File: src/rtl/util_fifo2avl.sv
`default_nettype none
// ============================================================================
//  Module   : util_fifo2avl
//  Purpose  : Drains a 64-bit FIFO without show-ahead and presents the words
//             as an Avalon-ST source with sop/eop framing. A packet of
//             pkt_len words is read for each accepted rd_sync. A small skid
//             buffer with credit accounting hides the FIFO read latency, so
//             dout_ready backpressure never loses data.
//  Revision : 1.0  initial release
// ----------------------------------------------------------------------------
//  Parameters
//    READ_LATENCY  cycles from fifo_rd_en sampled high to fifo_rd_data valid
//                  (1..3)
//    BUF_DEPTH     skid-buffer entries; power of two, >= READ_LATENCY+2
//  Ports
//    clk           clock, rising edge
//    rst_n         asynchronous active-low reset
//    enable        block enable; dropping it mid-packet lets the packet finish
//    rd_sync       packet start request (single-cycle pulse)
//    pkt_len       packet length in words, latched on an accepted rd_sync
//    fifo_empty    FIFO empty flag
//    fifo_rd_data  FIFO read data, READ_LATENCY cycles after fifo_rd_en
//    fifo_rd_en    FIFO read strobe
//    dout_ready    Avalon-ST sink ready
//    dout_valid    Avalon-ST valid
//    dout_data     Avalon-ST data
//    dout_sop      first word of a packet (qualified by dout_valid)
//    dout_eop      last word of a packet (qualified by dout_valid)
//    busy          packet in progress or words still in flight/buffered
//    sync_err      one-cycle pulse when an rd_sync was ignored
//    underflow     sticky: a read was wanted while the FIFO was empty
// ============================================================================
module util_fifo2avl #(
    parameter int READ_LATENCY = 1,
    parameter int BUF_DEPTH    = 4
) (
    input  logic        clk,
    input  logic        rst_n,
    input  logic        enable,
    input  logic        rd_sync,
    input  logic [15:0] pkt_len,
    input  logic        fifo_empty,
    input  logic [63:0] fifo_rd_data,
    output logic        fifo_rd_en,
    input  logic        dout_ready,
    output logic        dout_valid,
    output logic [63:0] dout_data,
    output logic        dout_sop,
    output logic        dout_eop,
    output logic        busy,
    output logic        sync_err,
    output logic        underflow
);

    localparam int                 c_PTR_W = $clog2(BUF_DEPTH);
    localparam int                 c_CNT_W = $clog2(BUF_DEPTH) + 1;
    localparam logic [c_CNT_W-1:0] c_DEPTH = c_CNT_W'(BUF_DEPTH);

    // ------------------------------------------------------------------------
    // Elaboration-time parameter sanity
    // ------------------------------------------------------------------------
    generate
        if ((READ_LATENCY < 1) || (READ_LATENCY > 3) ||
            (BUF_DEPTH < READ_LATENCY + 2) ||
            ((BUF_DEPTH & (BUF_DEPTH - 1)) != 0)) begin : g_param_err
            $error("util_fifo2avl: illegal READ_LATENCY/BUF_DEPTH combination");
        end
    endgenerate

    // ------------------------------------------------------------------------
    // State machine
    // ------------------------------------------------------------------------
    typedef enum logic [1:0] {
        ST_IDLE   = 2'd0,
        ST_ARMED  = 2'd1,
        ST_STREAM = 2'd2
    } state_t;

    state_t             r_state;
    state_t             w_state_nxt;

    logic [15:0]        r_len;
    logic [15:0]        r_remaining;       // reads still to be issued
    logic [c_CNT_W-1:0] r_inflight;        // reads issued, not yet captured
    logic [c_CNT_W-1:0] r_buf_count;
    logic [c_CNT_W-1:0] w_credit_used;
    logic [c_PTR_W-1:0] r_wr_ptr;
    logic [c_PTR_W-1:0] r_rd_ptr;
    logic               r_sync_err;
    logic               r_underflow;

    logic               w_accept;
    logic               w_rd_en;
    logic               w_last_rd;
    logic               w_tag_sop;
    logic               w_tag_eop;
    logic               w_capture;
    logic               w_cap_sop;
    logic               w_cap_eop;
    logic               w_pop;

    // Tag pipeline travelling alongside each outstanding read
    logic [READ_LATENCY-1:0] r_tag_v;
    logic [READ_LATENCY-1:0] r_tag_sop;
    logic [READ_LATENCY-1:0] r_tag_eop;

    // Skid buffer storage; emptiness is tracked by r_buf_count, so the
    // data array itself needs no reset.
    logic [63:0]          r_mem_data [BUF_DEPTH];
    logic [BUF_DEPTH-1:0] r_mem_sop;
    logic [BUF_DEPTH-1:0] r_mem_eop;

    assign w_accept = (r_state == ST_ARMED) && rd_sync && (pkt_len != 16'd0);

    // Credits: a read is only issued if the buffer is guaranteed to have
    // room for it when it lands, counting reads still in the pipeline.
    assign w_credit_used = r_buf_count + r_inflight;

    always_comb begin
        w_state_nxt = r_state;
        w_rd_en     = 1'b0;
        w_last_rd   = 1'b0;

        if ((r_state == ST_STREAM) && !fifo_empty && (w_credit_used < c_DEPTH)) begin
            w_rd_en = 1'b1;
        end
        w_last_rd = w_rd_en && (r_remaining == 16'd1);

        case (r_state)
            ST_IDLE: begin
                if (enable) begin
                    w_state_nxt = ST_ARMED;
                end
            end
            ST_ARMED: begin
                if (w_accept) begin
                    w_state_nxt = ST_STREAM;
                end else if (!enable) begin
                    w_state_nxt = ST_IDLE;
                end
            end
            ST_STREAM: begin
                // A packet is never truncated; enable only chooses the exit.
                if (w_last_rd) begin
                    w_state_nxt = enable ? ST_ARMED : ST_IDLE;
                end
            end
            default: begin
                w_state_nxt = ST_IDLE;
            end
        endcase
    end

    always_ff @(posedge clk or negedge rst_n) begin
        if (!rst_n) begin
            r_state <= ST_IDLE;
        end else begin
            r_state <= w_state_nxt;
        end
    end

    // ------------------------------------------------------------------------
    // Packet length and read accounting
    // ------------------------------------------------------------------------
    always_ff @(posedge clk or negedge rst_n) begin
        if (!rst_n) begin
            r_len       <= 16'd0;
            r_remaining <= 16'd0;
        end else if (w_accept) begin
            r_len       <= pkt_len;
            r_remaining <= pkt_len;
        end else if (w_rd_en) begin
            r_remaining <= r_remaining - 16'd1;
        end
    end

    // First read of the packet sees remaining still equal to the full length.
    assign w_tag_sop = (r_remaining == r_len);
    assign w_tag_eop = (r_remaining == 16'd1);

    // ------------------------------------------------------------------------
    // Tag pipeline: stage READ_LATENCY-1 lines up with fifo_rd_data
    // ------------------------------------------------------------------------
    generate
        if (READ_LATENCY == 1) begin : g_tag_single
            always_ff @(posedge clk or negedge rst_n) begin
                if (!rst_n) begin
                    r_tag_v   <= '0;
                    r_tag_sop <= '0;
                    r_tag_eop <= '0;
                end else begin
                    r_tag_v   <= w_rd_en;
                    r_tag_sop <= w_tag_sop;
                    r_tag_eop <= w_tag_eop;
                end
            end
        end else begin : g_tag_shift
            always_ff @(posedge clk or negedge rst_n) begin
                if (!rst_n) begin
                    r_tag_v   <= '0;
                    r_tag_sop <= '0;
                    r_tag_eop <= '0;
                end else begin
                    r_tag_v   <= {r_tag_v[READ_LATENCY-2:0],   w_rd_en};
                    r_tag_sop <= {r_tag_sop[READ_LATENCY-2:0], w_tag_sop};
                    r_tag_eop <= {r_tag_eop[READ_LATENCY-2:0], w_tag_eop};
                end
            end
        end
    endgenerate

    assign w_capture = r_tag_v[READ_LATENCY-1];
    assign w_cap_sop = r_tag_sop[READ_LATENCY-1];
    assign w_cap_eop = r_tag_eop[READ_LATENCY-1];

    always_ff @(posedge clk or negedge rst_n) begin
        if (!rst_n) begin
            r_inflight <= '0;
        end else begin
            case ({w_rd_en, w_capture})
                2'b10:   r_inflight <= r_inflight + c_CNT_W'(1);
                2'b01:   r_inflight <= r_inflight - c_CNT_W'(1);
                default: r_inflight <= r_inflight;
            endcase
        end
    end

    // ------------------------------------------------------------------------
    // Skid buffer
    // ------------------------------------------------------------------------
    assign w_pop = dout_valid && dout_ready;

    always_ff @(posedge clk) begin
        if (w_capture) begin
            r_mem_data[r_wr_ptr] <= fifo_rd_data;
        end
    end

    always_ff @(posedge clk or negedge rst_n) begin
        if (!rst_n) begin
            r_mem_sop   <= '0;
            r_mem_eop   <= '0;
            r_wr_ptr    <= '0;
            r_rd_ptr    <= '0;
            r_buf_count <= '0;
        end else begin
            if (w_capture) begin
                r_mem_sop[r_wr_ptr] <= w_cap_sop;
                r_mem_eop[r_wr_ptr] <= w_cap_eop;
                r_wr_ptr            <= r_wr_ptr + c_PTR_W'(1);
            end
            if (w_pop) begin
                r_rd_ptr <= r_rd_ptr + c_PTR_W'(1);
            end
            case ({w_capture, w_pop})
                2'b10:   r_buf_count <= r_buf_count + c_CNT_W'(1);
                2'b01:   r_buf_count <= r_buf_count - c_CNT_W'(1);
                default: r_buf_count <= r_buf_count;
            endcase
        end
    end

    // ------------------------------------------------------------------------
    // Status flags
    // ------------------------------------------------------------------------
    always_ff @(posedge clk or negedge rst_n) begin
        if (!rst_n) begin
            r_sync_err  <= 1'b0;
            r_underflow <= 1'b0;
        end else begin
            r_sync_err <= rd_sync && !w_accept;
            // In STREAM at least one read is always outstanding, so an empty
            // FIFO here is always a wanted-but-missing word.
            if ((r_state == ST_STREAM) && fifo_empty) begin
                r_underflow <= 1'b1;
            end
        end
    end

    // ------------------------------------------------------------------------
    // Outputs
    // ------------------------------------------------------------------------
    assign fifo_rd_en = w_rd_en;
    assign dout_valid = (r_buf_count != '0);
    // Head entry is gated so the bus reads as zero whenever nothing is valid.
    assign dout_data  = dout_valid ? r_mem_data[r_rd_ptr] : 64'd0;
    assign dout_sop   = dout_valid && r_mem_sop[r_rd_ptr];
    assign dout_eop   = dout_valid && r_mem_eop[r_rd_ptr];
    assign busy       = (r_state == ST_STREAM) || (r_buf_count != '0) || (r_inflight != '0);
    assign sync_err   = r_sync_err;
    assign underflow  = r_underflow;

    // The credit scheme must make a capture into a full buffer impossible.
    a_no_overflow : assert property (
        @(posedge clk) disable iff (!rst_n)
        !(w_capture && !w_pop && (r_buf_count == c_DEPTH))
    );

endmodule
`default_nettype wire

File: config.mk
export PLATFORM = sky130hd
export DESIGN_NAME = util_fifo2avl
export DESIGN_NICKNAME = d
export VERILOG_FILES = /design/src/rtl/util_fifo2avl.sv
export SDC_FILE = /design/constraint.sdc
export NUM_CORES = 1
export LEC_CHECK = 0
export BUFFER_PORTS_ARGS = -buffer_cell sky130_fd_sc_hd__buf_2
export CORE_MARGIN = 2
export CORE_UTILIZATION = 36
export CTS_CLUSTER_DIAMETER = 150
export DETAILED_ROUTE_END_ITERATION = 10
export PLACE_DENSITY_LB_ADDON = 0.15
export SKIP_CTS_REPAIR_TIMING = 1
export SLEW_MARGIN = 20
export SYNTH_ARGS = -nofsm -noshare
export SYNTH_HDL_FRONTEND = slang
export SYNTH_SLANG_ARGS = --single-unit
File: constraint.sdc
create_clock -name clk -period 3.45 [get_ports clk]
set_input_delay 0.345 -clock clk [delete_from_list [all_inputs] [get_ports clk]]
set_output_delay 0.345 -clock clk [all_outputs]
set_load 0.02 [all_outputs]
== After elaboration in Yosys (flattened, before gate mapping) ==
Memory sizes are Yosys's and may differ from the RTL's.
Index checks and enable logic that the tools add are counted.
Operators by class
  $add $sub $neg: 8
  $lt $le $gt $ge: 4
  eq/ne operators: 11
  multiplexer cells: 22
  reductions and logical operators: 23
Operator list (count)
  $mux 64: 1
  $mux 16: 2
  $eq 16x1->1 const B: 1
  $eq 16x16->1: 1
  $reduce_bool 16->1: 1
  $sub 16x1->16 const B: 1
  $pmux 3 s2: 2
  $logic_and 1x1->1: 11
  $bwmux 4: 2
  $mux 2: 4
  $mux 1: 7
  $add 3x1->3 const B: 2
  $eq 2x1->1 const B: 3
  $eq 2x2->1 const B: 3
  $lt 2x3->1 const B: 2
  $pmux 2 s3: 1
  $reduce_bool 2->1: 3
  $reduce_bool 3->1: 2
  $sub 3x1->3 const B: 2
  $add 2x1->2 const B: 2
  $bmux 1 s2: 2
  $ne 2x2->1 const B: 2
  $add 3x3->3: 1
  $lt 3x3->1 const B: 1
  other kinds (7): 9
Storage, ports and cells
  bits in registers: 57
  RAM bits: 256
  memories: 1
Memories
  r_mem_data: depth 4, bits a word 64, rd ports 1, clocked after Yosys merged registers in 0, write ports 1, line 109  | logic [63:0] r_mem_data [BUF_DEPTH];

== Longest topological paths before layout ==
  depth in word-level cells: 7
  depth in mapped cells: 9
  depth with buffers taken out: 9

== Least setup slack after synthesis ==
No wires, ideal clock.
  path kind: register to register
  from: reg r_inflight[1]
  to: reg r_inflight[2]
  library setup time: 0.125 ns
  arrival: 2.315 ns
  required time: 3.325 ns
  slack: 1.010 ns
  cell stages (with the launch flop): 10
  path buffers: 0
  period minus slack after synthesis: 2.440 ns
  cell sequence: dfrtp_1 ha_1 a31oi_1 xnor2_2 nand2_1 ha_1 fa_1 xnor2_1 nor2_1 xor2_1
Between the ends
  cells in the longest elaborated chain, start to end: 6
RTL lines
  start, declared: line 84  | logic [c_CNT_W-1:0] r_inflight;
  start signal, assigned: line 221  | 2'b10: r_inflight <= r_inflight + c_CNT_W'(1);
  start signal, assigned: line 222  | 2'b01: r_inflight <= r_inflight - c_CNT_W'(1);
  start signal, assigned: line 223  | default: r_inflight <= r_inflight;
  $add 3x3->3: line 117  | assign w_credit_used = r_buf_count + r_inflight;
  $lt 3x3->1: line 124  | if ((r_state == ST_STREAM) && !fifo_empty && (w_credit_used < c_DEPTH)) begin
  $logic_and 1x1->1: line 124
  $mux 1: line 124
  $eq 2x1->1 or $eq 2x2->1 (tied branches): line 220  | case ({w_rd_en, w_capture})
  $pmux 3 s2 or $reduce_bool 2->1 (tied branches)
Several ways; a longest one is shown, not always the timed one.
A chain may end at the register's enable or synchronous reset.

== Final worst setup path ==
  from: reg r_rd_ptr[0]
  to: out dout_data[5]
Between the ends
  cells in the longest elaborated chain, start to end: 2
RTL lines
  start, declared: line 88  | logic [c_PTR_W-1:0] r_rd_ptr;
  start signal, assigned: line 253  | r_rd_ptr <= r_rd_ptr + c_PTR_W'(1);
  $mem_v2 4x64
  $mux 64: line 286  | assign dout_data = dout_valid ? r_mem_data[r_rd_ptr] : 64'd0;
  end, declared: line 47  | output logic [63:0] dout_data,
Every way passes these cells.

==> run metrics <==
outcome=completed; register bit total from synthesis=313; grt total ovfl=0; nets=956; DIE WIDTH=190 um; final RePlAce weighted congestion=0.771; Warnings, synthesis=0; grt met2 use=23.4%; Slew Viols, Final=0; largest family of logic cells by synthesized area=multiplexers; Most Used Layer, Global Route=met2; total track usage=14.0%; worst skew pair latency=0.51 ns; core area=34,400 um^2; Pre-antenna DRT Iters=4; std cell rows=68; most common cell after layout, fill and taps aside=edfxtp_1; P per Cell Area=844 nW/um^2; final setup TNS=0 ns; fillers=3,105; critical path endpoint category=output port; Mapped Area=12,500 um^2; Multi-input gate area=3190 um^2; RSZ-0062 raised after global routing=no; Setup Skew=0.0236 ns; Syn Nets=778; Longest Clk Path Bufs=3; mux cell area share after synthesis=13.0%; HPWL Detailed=15.3 mm; CTS Root Cell=clkbuf_16; Via density=4.85; Final ANT Viol Nets=0; Crit Path Class=reg -> out; Detailed Route Iter0 Violations=434; Slew headroom=53.4%; Die Y=190 um; H-tree levels=2; CP required=3.11 ns; WHS=0.0471 ns; drt total wl=25.2 mm; Static Leak=5.46 nW; HP Class=in -> reg; first-pass GRT wire length=38.7 mm; met3 Use GR=2.37%; Sequential Area=9120 um^2; vias in the first global route=6,620; Worst Tran Pin Value=0.699 ns; overall power=12.7 mW; average size of a mapped cell=18.4 um^2; IO buf count=156; adder-cell share of the synthesized area=1.22%; Num CTS Buffers=35; Mapped Cells=681; Worst EP arrival=2.45 ns; detailed-route via count=6,494; most frequent cells in the layout=edfxtp_1, buf_2, and2_1; GR met1 Demand/Resource=18.9%; largest net degree at the start of global routing=65; crit-path max FO=26; Max-Cap Viols=0; crit start category=flop; Starting Density=36.4%; xor/xnor share of the synthesized area=2.23%; Final Cycle Share=81.1%; die footprint=36,200 um^2; post-synthesis simple-gate area fraction=7.58%; Final Hold Violating Endpoints=0; FMAX=357 MHz; VDD IR max=0.000343 V; register area share after synthesis=72.9%; Worst-path clk slew=0.06 ns; Layout Area Growth over Synthesis=20.5%; post-route minimum period=2.80 ns; Compound-Gate Fraction of Synth Area=1.54%; initial antenna violation count=0; Sink Count=313; Yosys cell types=40; Final setup viols=0; Top-Level Pins=157; detail-routed net length per standard cell=18.8 um; fraction of layout cells with a size suffix above 1=35.1%; Post-route DRC=0; CTS tree=built
## final timing paths
path	endpoint	from	slack [ns]	cells after the start
max	dout_data[5]	r_rd_ptr[0]	0.65	4
min	r_mem_data[0][48]	fifo_rd_data[48]	0.05	1
max reg2reg	r_inflight[2]	r_inflight[1]	0.77	9
min reg2reg	r_len[14]	r_len[14]	0.50	2
max in group asynchronous	r_tag_v	rst_n	2.31	3
min in group asynchronous	r_len[10]	rst_n	0.41	2
## cell families after synthesis
family,after synthesis
AOI/OAI and AO/OA,26
adders and majority gates,11
buffers and inverters,47
DFF,313
xor gates and xnor gates,31
and+or+nand+nor,175
muxes,78
## cell type report
| cell class | count | area share, % |
|---|---|---|
| antenna | 1 | 0.0166 |
| clock buffer | 40 | 6.08 |
| clock inverter | 22 | 1.47 |
| inverter | 15 | 0.374 |
| multi-input combinational | 321 | 21.2 |
| sequential | 313 | 60.5 |
| tap | 455 | 3.78 |
| timing repair buffer | 173 | 6.55 |
## registers in the layout, indices dropped and copies added, names as in the netlist
register,count
r_tag_v,1
r_len,16
r_tag_sop,1
r_wr_ptr,2
r_rd_ptr,2
r_tag_eop,1
r_inflight,3
r_buf_count,3
underflow,1
r_remaining,16
r_state,2
r_mem_sop,4
r_mem_eop,4
sync_err,1
r_mem_data,256
## layer usage
layer | routed length (um) | share of wire [%]
met3 | 958 | 3.8
met1 | 11300 | 45
met4 | 516 | 2.0
met2 | 12500 | 49
met5 | 0 | 0
## synth_stat cells
library cell  count  area (um^2)
nor4_1            7         43.8
mux4_2           66         1490
ha_1              9          113
xor2_1            9         78.8
a31oi_1           1         6.26
nor3b_2           1         12.5
and2_1           68          425
o21ai_0           7         35.0
o41ai_1           1         8.76
nand4_1           9         56.3
o211ai_1          4         30.0
a221o_1           1         10.0
nand2_1          57          214
and4b_1           1         10.0
o311ai_0          9         78.8
o221ai_1          1         8.76
or4_4             1         11.3
edfxtp_1        256         7690
nor3_1            4         20.0
xnor2_2           1         16.3
xnor2_1          21          184
buf_1             4         15.0
buf_2             8         40.0
nand3_1           7         35.0
or3_4             1         11.3
o21bai_1          1         7.51
or4_1             4         30.0
nand3b_1          1         7.51
mux2i_1           1         10.0
or3_1             3         18.8
dfrtp_1          57         1430
fa_1              2         40.0
nand4b_1          1         8.76
clkbuf_1         19         71.3
inv_1            15         56.3
mux2_2           11          124
nor2_1            8         30.0
o21a_1            1         7.51
buf_6             1         11.3
nand2b_1          2         12.5
## per-stage QoR
step	instance area, um^2	setup slack (ns)	util [%]	std cells
2_1_floorplan	12500	1.01	-	681
6_report	15100	0.650	43.8	1340
5_1_grt	15100	0.473	43.8	1339
3_5_place_dp	13900	0.787	40.5	1276
4_1_cts	15100	0.556	43.8	1338
3_3_place_gp	13900	0.830	40.5	1276
## where the power goes
group	internal, mW	switching [mW]	leakage (nW)
clock	2.21	1.44	0.557
combinational	1.87	2.23	1.89
sequential	4.56	0.406	3.02
## worst max-delay path, cell delays in order, from the launching register on
cell,delay (ns)
dfrtp_4,0.81
buf_4,0.30
mux4_2,0.52
and2_1,0.17
buf_2,0.15
No activity file was read; power rests on OpenSTA's default activity.
